File: src/rtl/vr194_shift_ctrl.sv
// Command sequencer for one external 74x194-style 4-bit universal shift register.
// Optional rotate support: define VR194_CTRL_ROTATE_EN to enable ROTA/ROTD.
module vr194_shift_ctrl #(
   parameter int unsigned CNT_W = 4
) (
   input  logic             CLK,
   input  logic             CLR_L,
   input  logic             cmd_valid,
   output logic             cmd_ready,
   input  logic [2:0]       cmd_op,
   input  logic [CNT_W-1:0] cmd_cnt,
   input  logic [3:0]       cmd_data,
   input  logic             cmd_fill,
   input  logic             QA,
   input  logic             QB,
   input  logic             QC,
   input  logic             QD,
   output logic             S1,
   output logic             S0,
   output logic             LIN,
   output logic             RIN,
   output logic             A,
   output logic             B,
   output logic             C,
   output logic             D,
   output logic             busy,
   output logic             done,
   output logic             err,
   output logic [3:0]       result
);

   localparam logic [2:0] OP_LOAD = 3'b001;
   localparam logic [2:0] OP_SHA  = 3'b010;
   localparam logic [2:0] OP_SHD  = 3'b011;
   localparam logic [2:0] OP_ROTA = 3'b100;
   localparam logic [2:0] OP_ROTD = 3'b101;

`ifdef VR194_CTRL_ROTATE_EN
   localparam bit ROT_EN = 1'b1;
`else
   localparam bit ROT_EN = 1'b0;
`endif

   typedef enum logic [1:0] {
      ST_IDLE  = 2'd0,
      ST_LOAD  = 2'd1,
      ST_SHIFT = 2'd2,
      ST_DONE  = 2'd3
   } state_t;

   state_t             state_q, state_d;
   logic [CNT_W-1:0]   cnt_q;
   logic [2:0]         op_q;
   logic [3:0]         data_q;
   logic               fill_q;
   logic               illegal_q;
   logic               accept;
   logic               op_is_shift;
   logic               op_illegal;

   assign accept      = cmd_valid && cmd_ready;
   assign op_is_shift = (cmd_op == OP_SHA) || (cmd_op == OP_SHD) ||
                        (ROT_EN && ((cmd_op == OP_ROTA) || (cmd_op == OP_ROTD)));
   assign op_illegal  = (cmd_op[2:1] == 2'b11) || (!ROT_EN && (cmd_op[2:1] == 2'b10));

   // State, counter and latched command
   always_ff @(posedge CLK or negedge CLR_L) begin
      if (!CLR_L) begin
         state_q   <= ST_IDLE;
         cnt_q     <= '0;
         op_q      <= '0;
         data_q    <= '0;
         fill_q    <= 1'b0;
         illegal_q <= 1'b0;
         result    <= '0;
      end else begin
         state_q <= state_d;
         if (accept) begin
            cnt_q     <= cmd_cnt;
            op_q      <= cmd_op;
            data_q    <= cmd_data;
            fill_q    <= cmd_fill;
            illegal_q <= op_illegal;
         end else if (state_q == ST_SHIFT && cnt_q != '0) begin
            cnt_q <= cnt_q - CNT_W'(1);
         end
         if (state_q == ST_DONE) begin
            result <= {QA, QB, QC, QD};
         end
      end
   end

   // Next-state decode
   always_comb begin
      state_d = state_q;
      case (state_q)
         ST_IDLE: begin
            if (accept) begin
               if (cmd_op == OP_LOAD)                 state_d = ST_LOAD;
               else if (op_is_shift && cmd_cnt != '0) state_d = ST_SHIFT;
               else                                   state_d = ST_DONE;
            end
         end
         ST_LOAD:  state_d = ST_DONE;
         ST_SHIFT: if (cnt_q == CNT_W'(1)) state_d = ST_DONE;
         ST_DONE:  state_d = ST_IDLE;
         default:  state_d = ST_IDLE;
      endcase
   end

   // Register drive decoded from state; rotate feeds the far-end Q back in
   always_comb begin
      cmd_ready    = 1'b0;
      busy         = 1'b0;
      done         = 1'b0;
      err          = 1'b0;
      S1           = 1'b0;
      S0           = 1'b0;
      LIN          = 1'b0;
      RIN          = 1'b0;
      {A, B, C, D} = 4'b0000;
      case (state_q)
         ST_IDLE: cmd_ready = CLR_L;
         ST_LOAD: begin
            busy         = 1'b1;
            S1           = 1'b1;
            S0           = 1'b1;
            {A, B, C, D} = data_q;
         end
         ST_SHIFT: begin
            busy = 1'b1;
            case (op_q)
               OP_SHA: begin
                  S0  = 1'b1;
                  LIN = fill_q;
               end
               OP_SHD: begin
                  S1  = 1'b1;
                  RIN = fill_q;
               end
`ifdef VR194_CTRL_ROTATE_EN
               OP_ROTA: begin
                  S0  = 1'b1;
                  LIN = QD;
               end
               OP_ROTD: begin
                  S1  = 1'b1;
                  RIN = QA;
               end
`endif
               default: ;
            endcase
         end
         ST_DONE: begin
            busy = 1'b1;
            done = 1'b1;
            err  = illegal_q;
         end
         default: ;
      endcase
   end

endmodule

File: config.mk
export PLATFORM = sky130hd
export DESIGN_NAME = vr194_shift_ctrl
export DESIGN_NICKNAME = d
export VERILOG_FILES = /design/src/rtl/vr194_shift_ctrl.sv
export SDC_FILE = /design/constraint.sdc
export NUM_CORES = 1
export LEC_CHECK = 0
export ABC_AREA = 1
export BUFFER_PORTS_ARGS = -buffer_cell sky130_fd_sc_hd__buf_2
export CORE_MARGIN = 2
export CORE_UTILIZATION = 45
export CTS_CLUSTER_DIAMETER = 50
export DETAILED_ROUTE_END_ITERATION = 10
export PLACE_DENSITY = 0.71
export RECOVER_POWER = 50
export SKIP_CTS_REPAIR_TIMING = 1
export SLEW_MARGIN = 20
export SYNTH_ARGS = -nofsm -noshare
export SYNTH_HDL_FRONTEND = slang
export SYNTH_SLANG_ARGS = --single-unit
File: constraint.sdc
create_clock -name CLK -period 1.4 [get_ports CLK]
set_clock_uncertainty 0.1 [all_clocks]
set_input_delay 0.28 -clock CLK [delete_from_list [all_inputs] [get_ports CLK]]
set_output_delay 0.28 -clock CLK [all_outputs]
set_load 0.01 [all_outputs]
# == Yosys cells after proc, flatten, opt, wreduce, memory -nomap -nowiden ==
# Cells that the tools add are included.
# classes
addsub,1
n_eq_ne,13
n_mux,23
n_reduce_logical,11
# op_table
cell,n
2-to-1 mux 1 bit,15
"== test 3 x 2 -> 1 bit, second input constant",4
"== test 2 bit, second input constant",4
2-to-1 mux 4 bit,2
one-hot mux 2 bit (4 select lines),1
nonzero test 4 bit,2
2-to-1 mux 2 bit,3
"== test 4 x 1 -> 1 bit, second input constant",1
one-hot mux 1 bit (2 select lines),2
"subtractor 4 x 1 -> 4 bit, second input constant",1
"== test 3 x 1 -> 1 bit, second input constant",1
logical AND 1 bit,3
OR reduction 3 bit,1
"== test 2 x 1 -> 1 bit, second input constant",1
logical NOT 2 bit,1
logical OR 1 bit,2
"!= test 2 x 1 -> 1 bit, second input constant",1
"!= test 2 bit, second input constant",1
AND reduction 2 bit,1
nonzero test 2 bit,1
# totals
regBits,19
input_bits,19
output_inout_bits,16
word_cells,55

# == Longest topological paths before layout ==
# logic_depth
depth_word,7
ltp_mapped,10
mapped_depth_nobuf,9

# == Worst setup path before layout ==
# No wires, ideal clock.
# synth_timing
kind,register to register
start,register state_q[0]
end,register cnt_q[1]
setup_time_ns,0.118
arrival_time_ns,1.238
path_slack_ns,-0.056
stages_incl_launch_ff,11
path_buffers,1
path_cell_list,dfrtp_1 > inv_1 > ha_1 > nand2_2 > inv_2 > nand2_2 > buf_6 > nand2_2 > nand2_2 > nand2_2 > o21ai_2
# synth_between
elab_chain_len,4
# synth_lines
item,line_no,source
start: declaration,51,"state_t state_q, state_d;"
start signal: assignment,77,state_q <= state_d;
logical NOT 2 bit *,122,case (state_q)
2-to-1 mux 1 bit *,122,
net cmd_ready,9,"output logic cmd_ready,"
logical AND 1 bit *,61,assign accept = cmd_valid && cmd_ready;
2-to-1 mux 4 bit or nonzero test 2 bit (tied branches),-,
end signal: assignment,79,cnt_q <= cmd_cnt;
end signal: assignment,85,cnt_q <= cnt_q - CNT_W'(1);
end: declaration,52,logic [CNT_W-1:0] cnt_q;
# The timed path passes the listed nets; every way through them passes the cells marked *.
# A chain may end at the register's enable or synchronous reset.

# == Final worst setup path ==
# layout_timing
start,register state_q[1]
end,output S0
# layout_between
elab_chain_len,2
# layout_lines
item,line_no,source
== test 2 bit or == test 2 x 1 -> 1 bit (tied branches),122,
one-hot mux 1 bit (2 select lines) *,122,
end: declaration,19,"output logic S0,"
# Mark *: on every way between the ends. The rest lies on a longest branch, timed or not.

==> results by group <==
Setup path
  – Required time of the critical path: 1020 ps
  – Critical register-to-register path endpoint: op_q[1]
  – Slowest cell on crit path: dfrtp_2
  – Crit-path cells: buf_4 > ha_1 > nand3_1 > a21oi_2 > buf_2
  – Crit path DAT: 1440 ps
  – Critical R2R Launch: state_q[0]
  – Crit path max-delay family: flip-flops
  – Startpoint types: flop
  – R2R depth: 9
  – CP max stage delay: 450 ps
  – CP max FO: 3
  – CP Capture Type: output port
  – Sum of buffers and inverters on the critical path: 2
  – WS Path Type: flop to output port
  – Worst reg2reg setup slack: -160 ps

Logic synthesis
  – Cell area after synthesis: 0.00112 mm2
  – Yosys reg bits: 19
  – Syn_area_per_cell: 7.95 um2
  – Synth unique cells: 18
  – Syn_nets: 167
  – Yosys Warn Count: 0
  – Part of the Yosys area used for sequential elements: 42.4%
  – Synth Instances: 141

Floorplan
  – Placement Rows: 18
  – I/O pin cnt: 35
  – Die width: 53.9 um
  – Chip height: 53.9 um
  – Initial Util: 46.5%
  – Die area: 0.00291 mm2
  – Core Box Area: 0.00241 mm2

Timing
  – F_max: 548 MHz
  – Crit path time final: 1820 ps
  – Final Cycle Share: 130%
  – Slew headroom: 71.4%
  – Final Hold Viols: 0
  – Final Max Slew Viols: 0
  – RSZ-0062 raised after global routing: true
  – Final setup viols: 28
  – Worst-Margin Slew: 428 ps
  – Worst Setup Slack, final: -424 ps

Final layout
  – Register area: 477 um2
  – Multi-input logic area: 668 um2
  – Layout cells sized above 1: 49.7%
  – Diode count: 0
  – Area Overhead vs Synth: 49.7%
  – FILL cells: 201
  – Final-stage net count: 226

Clock tree
  – Clock Tree Root: clkbuf_4
  – CTS Buffer Depth: 2
  – Clock sink count: 19
  – CTS tree: done
  – H-Tree Level Count: 1
  – CTS Buf Count: 3
  – Reg clk slew, reported paths: 110 ps
  – Skew-Pair Late Insertion Delay: 290 ps

Placed design
  – Placer Congestion: 0.837
  – Post-DP HPWL: 2010 um
  – Port Buffers: 34
  – Dpl ws: -92.6 ps

Min path
  – Hold Crit Start: cmd_data[3]
  – WHS Endpoint: data_q[3]
  – Type of the most critical hold path: primary input to flop
  – Worst Hold Depth: 3

Power and ir drop
  – Tot Pwr: 3.57 mW
  – Max VDD drop: 1430 uV
  – PwrDens: 2130 mW/mm2
  – Leak Pwr: 0.934 nW

GRT
  – Vias in the first global route: 1,027
  – Total track usage: 20.6%
  – GRT Residual Overflow: 0
  – Pin count of the biggest net entering global routing: 14
  – Initial antenna violation count: 0
  – First-pass GRT wire length: 4310 um

Routing
  – 1st-pass router iterations: 4
  – Routed length per instance: 12.1 um
  – Routed via count: 1,095
  – DRT iter0 DRCs: 23
  – Detail Route Antenna Nets: 0
  – Final wirelength: 2760 um
  – Via-to-Cell Ratio: 4.78
  – DRC errors left: 0

Job
  – Max Cap Viol: 0

Run status
  – Status: finished with violations
  – Failing checks: setup timing
## registers in the layout (all words and copies together) (netlist names)
signal     cells
cnt_q          4
data_q         4
result         4
op_q           3
state_q        2
fill_q         1
illegal_q      1
## worst max path at each step
stage / depth (start not counted) / startpoint / to / slack, ps
finish: 5 / state_q[1] / S0 / -420
global route: 5 / state_q[0] / S1 / -500
CTS: 5 / state_q[0] / S1 / -430
detailed placement: 8 / state_q[1] / data_q[0] / -90
global placement: 5 / state_q[0] / S1 / -60
floorplan: 4 / state_q[0] / S1 / -20
## power by group
group	leakage, nW	switching (mW)	internal, mW
sequential	0.231	0.181	0.825
combinational	0.688	1.19	1.09
clock	0.0150	0.173	0.111
total	0.934	1.55	2.03
## per-layer routing
metal | wire, um | vias up | global-route usage, % | share of wire [%]
li1 | - | 551 | - | -
met1 | 1180 | 514 | 26.5 | 43
met2 | 1440 | 28 | 33.7 | 52
met3 | 131 | 2 | 4.44 | 4.7
met4 | 15 | 0 | 7.69 | 0.54
met5 | 0 | - | 0 | 0
## cell usage after synthesis (all sizes together)
cell | count | area [um2]
nand4 | 1 | 6.26
ha | 7 | 87.6
buf | 2 | 22.5
dfrtp | 19 | 475
nor2 | 9 | 41.3
mux2 | 4 | 45.0
inv | 21 | 78.8
nand3 | 9 | 45.0
o21ai | 7 | 42.5
xor2 | 1 | 8.76
nand2 | 56 | 240
a21oi | 4 | 20.0
nand3b | 1 | 7.51
## cells in the final DEF, fill, tap and decap left out, drive strengths merged
master / n
nand2: 56
buf: 53
inv: 21
dfrtp: 19
nand3: 9
nor2: 9
o21ai: 7
ha: 7
clkbuf: 6
mux2: 4
a21oi: 4
nand4: 1
xor2: 1
nand3b: 1
dlygate4sd3: 1
## through the flow
stage / cell area, um2 / cells / utilization [%] / TNS, ps / hold WS, ps
after detailed placement: 1440 / 217 / 59.6 / -1390 / 165
final: 1680 / 229 / 69.6 / -6120 / 82.8
after global placement: 1440 / 217 / 59.6 / -665 / 155
after floorplan: 1150 / 141 / - / -29.6 / -116
after CTS: 1460 / 221 / 60.7 / -5620 / -169
after global routing: 1680 / 229 / 69.6 / -8190 / 80.9
## worst register-to-register path: stages, from the launching register on
cell,delay (ps)
dfrtp_1,430
inv_2,120
ha_4,160
nand2_4,60
buf_6,120
nor2_4,110
buf_12,150
buf_8,130
nand2_2,40
o21ai_1,60
## cells by family (layout without fill, tap and decap cells)
kind of cell | count (synthesis) | after routing | share of synthesized area, %
mux | 4 | 4 | 4.02
flops | 19 | 19 | 42.4
simple gates | 76 | 76 | 30.4
buf+inv | 23 | 81 | 9.04
compound gates | 11 | 11 | 5.58
fa+ha+maj | 7 | 7 | 7.81
xor+xnor | 1 | 1 | 0.781
## area by class of cell
class                           count  share of cell area [%]
Clock buffer                        4                    1.57
Inverter                           21                    5.15
Multi-Input combinational cell     99                    39.8
Sequential cell                    19                    28.4
Tap cell                           30                    2.24
Timing Repair Buffer               56                    22.8
Power figures use the tool's default switching activity.
